--- src/rtl/input_conditioner.sv ---
// Raw button/switch front-end: 2-FF synchroniser, polarity normalisation, tick-based debounce, press/release strobes.
// Optional latching toggle output enabled by defining INPUT_CONDITIONER_TOGGLE_EN.
module input_conditioner #(
  parameter int WIDTH        = 4,
  parameter int OUT_W        = 32,
  parameter int TICK_CYCLES  = 50000,
  parameter int STABLE_TICKS = 10,
  parameter bit ACTIVE_LOW   = 1'b1
) (
  input  logic             clk_clk,
  input  logic             reset_reset_n,
  input  logic [WIDTH-1:0] raw_in,
  output logic [OUT_W-1:0] level_out,
  output logic [WIDTH-1:0] press_pulse,
  output logic [WIDTH-1:0] release_pulse,
  output logic             tick_out
`ifdef INPUT_CONDITIONER_TOGGLE_EN
  ,
  output logic [WIDTH-1:0] toggle_state
`endif
);

  localparam int               PW       = (TICK_CYCLES > 1) ? $clog2(TICK_CYCLES) : 1;
  localparam logic [WIDTH-1:0] INACTIVE = {WIDTH{ACTIVE_LOW}};
  localparam logic [PW-1:0]    PRE_LAST = PW'(TICK_CYCLES - 1);
  localparam logic [3:0]       CNT_LAST = 4'(STABLE_TICKS - 1);

  logic [WIDTH-1:0] sync1_r;
  logic [WIDTH-1:0] sync2_r;
  logic [WIDTH-1:0] norm_s;
  logic [PW-1:0]    pre_cnt_r;
  logic             tick_s;
  logic [WIDTH-1:0] stable_r;
  logic [3:0]       cnt_r      [WIDTH];
  logic [3:0]       cnt_next_s [WIDTH];
  logic [WIDTH-1:0] stable_next_s;
  logic [WIDTH-1:0] press_next_s;
  logic [WIDTH-1:0] release_next_s;

  // Two-stage synchroniser; resets to the idle raw level so no phantom edge follows reset.
  always_ff @(posedge clk_clk or negedge reset_reset_n) begin
    if (!reset_reset_n) begin
      sync1_r <= INACTIVE;
      sync2_r <= INACTIVE;
    end else begin
      sync1_r <= raw_in;
      sync2_r <= sync1_r;
    end
  end

  assign norm_s = sync2_r ^ INACTIVE;
  assign tick_s = (pre_cnt_r == PRE_LAST);

  // Shared prescaler producing one tick every TICK_CYCLES clocks.
  always_ff @(posedge clk_clk or negedge reset_reset_n) begin
    if (!reset_reset_n) begin
      pre_cnt_r <= '0;
      tick_out  <= 1'b0;
    end else begin
      if (tick_s) begin
        pre_cnt_r <= '0;
      end else begin
        pre_cnt_r <= pre_cnt_r + PW'(1);
      end
      tick_out <= tick_s;
    end
  end

  // Per-bit qualification: a differing value must survive STABLE_TICKS ticks without bouncing back.
  always_comb begin
    cnt_next_s     = cnt_r;
    stable_next_s  = stable_r;
    press_next_s   = '0;
    release_next_s = '0;
    for (int i = 0; i < WIDTH; i++) begin
      if (norm_s[i] == stable_r[i]) begin
        cnt_next_s[i] = 4'd0;
      end else if (tick_s && (cnt_r[i] == CNT_LAST)) begin
        cnt_next_s[i]     = 4'd0;
        stable_next_s[i]  = norm_s[i];
        press_next_s[i]   = norm_s[i];
        release_next_s[i] = ~norm_s[i];
      end else if (tick_s) begin
        cnt_next_s[i] = cnt_r[i] + 4'd1;
      end else begin
        cnt_next_s[i] = cnt_r[i];
      end
    end
  end

  // Debounce state, counters and edge strobes.
  always_ff @(posedge clk_clk or negedge reset_reset_n) begin
    if (!reset_reset_n) begin
      stable_r      <= '0;
      press_pulse   <= '0;
      release_pulse <= '0;
      for (int i = 0; i < WIDTH; i++) begin
        cnt_r[i] <= 4'd0;
      end
    end else begin
      stable_r      <= stable_next_s;
      press_pulse   <= press_next_s;
      release_pulse <= release_next_s;
      for (int i = 0; i < WIDTH; i++) begin
        cnt_r[i] <= cnt_next_s[i];
      end
    end
  end

  // Zero-extend the debounced level to the PIO width.
  always_comb begin
    level_out              = '0;
    level_out[WIDTH-1:0]   = stable_r;
  end

`ifdef INPUT_CONDITIONER_TOGGLE_EN
  // Latching toggle flips on each accepted press.
  always_ff @(posedge clk_clk or negedge reset_reset_n) begin
    if (!reset_reset_n) begin
      toggle_state <= '0;
    end else begin
      toggle_state <= toggle_state ^ press_next_s;
    end
  end
`endif

endmodule

--- config.mk ---
export PLATFORM = sky130hd
export DESIGN_NAME = input_conditioner
export DESIGN_NICKNAME = d
export VERILOG_FILES = /design/src/rtl/input_conditioner.sv
export SDC_FILE = /design/constraint.sdc
export NUM_CORES = 1
export LEC_CHECK = 0
export CAP_MARGIN = 5
export CORE_UTILIZATION = 40
export CTS_BUF_LIST = sky130_fd_sc_hd__clkbuf_4
export DETAILED_ROUTE_END_ITERATION = 16
export PLACE_DENSITY = 0.67
export SETUP_SLACK_MARGIN = 0.02
export SYNTH_ARGS = -nofsm -noshare
export SYNTH_HDL_FRONTEND = slang
export SYNTH_SLANG_ARGS = --single-unit
--- constraint.sdc ---
create_clock -name clk_clk -period 1.55 [get_ports clk_clk]
set_input_delay 0.31 -clock clk_clk [delete_from_list [all_inputs] [get_ports clk_clk]]
set_output_delay 0.31 -clock clk_clk [all_outputs]
set_load 0.02 [all_outputs]
==> flow_summary_export.csv <==
group,metric,value,unit
status,outcome,"finished with violations",
status,failed_checks,"setup timing",
floorplan,rows,28,
worst_setup_path,r2r_slack,-0.20,ns
drt,wl,4690,µm
min_path,min_path_cells,1,
clocking,cts_root_buf,"clkbuf_4",
grt,met2_usage,22.7,%
floorplan,die_w,82.2,µm
synthesis,synth.distinct_cells,34,
worst_setup_path,worstRegToRegCells,5,
timing,hold-worst-slack,0.306,ns
floorplan,die_area,6750,µm²
min_path,hold_class,"in2reg",
pwr,p_per_area,649,nW/µm²
grt,antenna_found_initial,0,
drt,post-route-drc-count,0,
final_layout,finalNonFillerCells,379,
grt,grt_usage,14.6,%
final_layout,antennaDiodeCount,0,
grt,use_met1,20.0,%
pwr,vdd_drop_max,398,µV
timing,finClkSkew,0.0190,ns
min_path,min_to,"sync1_r[0]",
placement,dp_hpwl,2960,µm
synthesis,synth_edf_count,0,
timing,rsz0062_at_grt,"true",
grt,grt_max_degree,54,
grt,top_usage_layer,"met2",
grt,grt_overflow,0,
final_layout,area_growth,29.6,%
drt,drt_iter0_drc,110,
synthesis,synthArstFlopShare,100,%
synthesis,ys_seq_area_share,52.0,%
worst_setup_path,cp.arrival,2.06,ns
placement,place_congestion,0.783,
timing,drv_slew,0,
worst_setup_path,path_max_fanout,8,
grt,grt_pass1_vias,1580,
worst_setup_path,required,1.86,ns
placement,port_buffers,18,
final_layout,drive_above_1_share,34.9,%
clocking,clk_latency,0.38,ns
synthesis,ys_seq_elements,53,
synthesis,netlist_area,2570,µm²
pwr,p_leak,1.66,nW
drt,postRouteAntennaNets,0,
final_layout,nets,318,
synthesis,avgSynthCellArea,11.0,µm²
worst_setup_path,path_class,"reg2reg",
clocking,cts_tree,"done",
drt,wl_per_cell,12.4,µm
clocking,clock-sinks,53,
drt,detail_route.vias_per_cell,4.86,
clocking,cts_max_level,2,
clocking,cts_buffer_depth,2,
timing,layout_setup_ws,-0.198,ns
worst_setup_path,end_kind,"register",
floorplan,coreArea,6060,µm²
clocking,cts_made_buffers,5,
timing,finalCritPeriodShare,113,%
timing,fmax,572,MHz
worst_setup_path,worst_r2r_endpoint,"cnt_r[10]",
timing,setup_violations,33,
timing,period_minus_slack,1.75,ns
worst_setup_path,cp-startpoint,"pre_cnt_r[10]",
worst_setup_path,worstReg2RegStart,"pre_cnt_r[10]",
timing,setup_tns,-3.68,ns
floorplan,io_pins,47,
worst_setup_path,startpoint_type,"register",
grt,grt_pass1_wl,7490,µm
clocking,clk_pin_slew,0.17,ns
timing,finalHoldViolations,0,
grt,met3_usage,3.41,%
drt,num_vias,1843,
final_layout,final_cell_mix,"42 x dfrtp_1, 34 x buf_4, 28 x conb_1, 18 x nand2_1, 12 x inv_1",
synthesis,yosysWarnings,0,
final_layout,layout_commonest_cell,"dfrtp_1",
placement,placedCellCount,352,
floorplan,start_util,42.4,%
floorplan,fp.dieH,82.2,µm
synthesis,synth_ff_type,"dfrtp_1",
drt,first_pass_iters,4,
min_path,min_from,"raw_in[0]",
job,cap_violations,0,
synthesis,synth_cells,234,
final_layout,fin_util,55.0,%
## flip-flops by register name (all words and copies together) (netlist names)
name / flops
pre_cnt_r: 16
stable_r: 4
sync1_r: 4
sync2_r: 4
press_pulse: 4
cnt_r: 16
release_pulse: 4
tick_out: 1
## how the worst max path moves through the flow
stage / to / slack, ns / cells after the start
floorplan: cnt_r[13] / -0.05 / 5
global placement: cnt_r[13] / -0.17 / 5
detailed placement: cnt_r[1] / -0.23 / 5
CTS: cnt_r[14] / -0.18 / 5
global route: cnt_r[1] / -0.28 / 6
finish: cnt_r[10] / -0.20 / 5
## synth_stat cells, types with 2 or more instances
cell type | instances | area share [%]
a21oi_1 | 11 | 2.1
a311oi_1 | 4 | 1.4
a31o_2 | 4 | 1.4
a41oi_1 | 4 | 1.4
and3_1 | 4 | 0.97
and3b_1 | 3 | 1.0
and4bb_2 | 2 | 0.97
buf_2 | 2 | 0.39
buf_4 | 28 | 8.2
buf_6 | 2 | 0.88
dfrtp_1 | 45 | 44
dfstp_2 | 8 | 8.2
ha_1 | 9 | 4.4
inv_1 | 12 | 1.8
mux2i_1 | 5 | 1.9
nand2_1 | 22 | 3.2
nand4_1 | 6 | 1.5
nor2_1 | 15 | 2.2
nor3_1 | 5 | 0.97
nor4_1 | 2 | 0.49
o21ai_0 | 4 | 0.78
or3_1 | 8 | 1.9
or4_1 | 4 | 1.2
xnor2_1 | 5 | 1.7
xor2_1 | 11 | 3.7
## metal layers
metal | share of wire, % | wire length [µm] | up-vias
li1 | - | - | 895
met3 | 3.5 | 162 | 7
met2 | 49 | 2290 | 38
met5 | 0 | 0 | -
met4 | 1.5 | 72 | 0
met1 | 46 | 2170 | 903
## final cells by class
class | instances | area, µm²
timing repair buffer | 67 | 606
sequential | 53 | 1340
fill | 525 | 2730
tap | 75 | 93.8
clock buffer | 5 | 37.5
clock inverter | 3 | 21.3
inverter | 13 | 51.3
multi-input combinational | 163 | 1180
## worst max-delay path: stages, from the launching register on
cell     delay (ns)
dfrtp_1        0.45
nor4b_4        0.33
nand4_4        0.14
buf_8          0.17
or4_1          0.47
a21oi_1        0.13
## per-stage QoR
step	area (µm²)	total power, mW	setup slack [ns]
finish	3330	2.16	-0.198
global route	3330	2.27	-0.275
CTS	3140	2.19	-0.176
detailed placement	2960	1.55	-0.234
global placement	2960	1.55	-0.168
floorplan	2680	1.55	-0.0518
## repair_timing
item	4_1_cts	5_1_grt
hold buffers	1	0
buffers inserted	8	11
pin swaps	12	12
gates resized for setup	34	32
hold endpoints to repair	45	0
endpoints found under the setup margin	51	43
## power by group
part           switching, mW  leakage (nW)  internal (mW)
clock                  0.456        0.0316          0.181
sequential           0.00844         0.694           1.40
combinational         0.0964         0.939         0.0194
total                  0.561          1.66           1.60
## cells by family after synthesis
family | share of synthesized area (%)
other | 0.146
adder cells (fa/ha/maj) | 4.38
AO/OA/AOI/OAI | 7.35
flip-flops | 52.0
XOR/XNOR | 5.45
buffers and inverters | 11.3
AND/OR/NAND/NOR | 16.9
multiplexers | 2.39
Power figures use the tool's default switching activity.
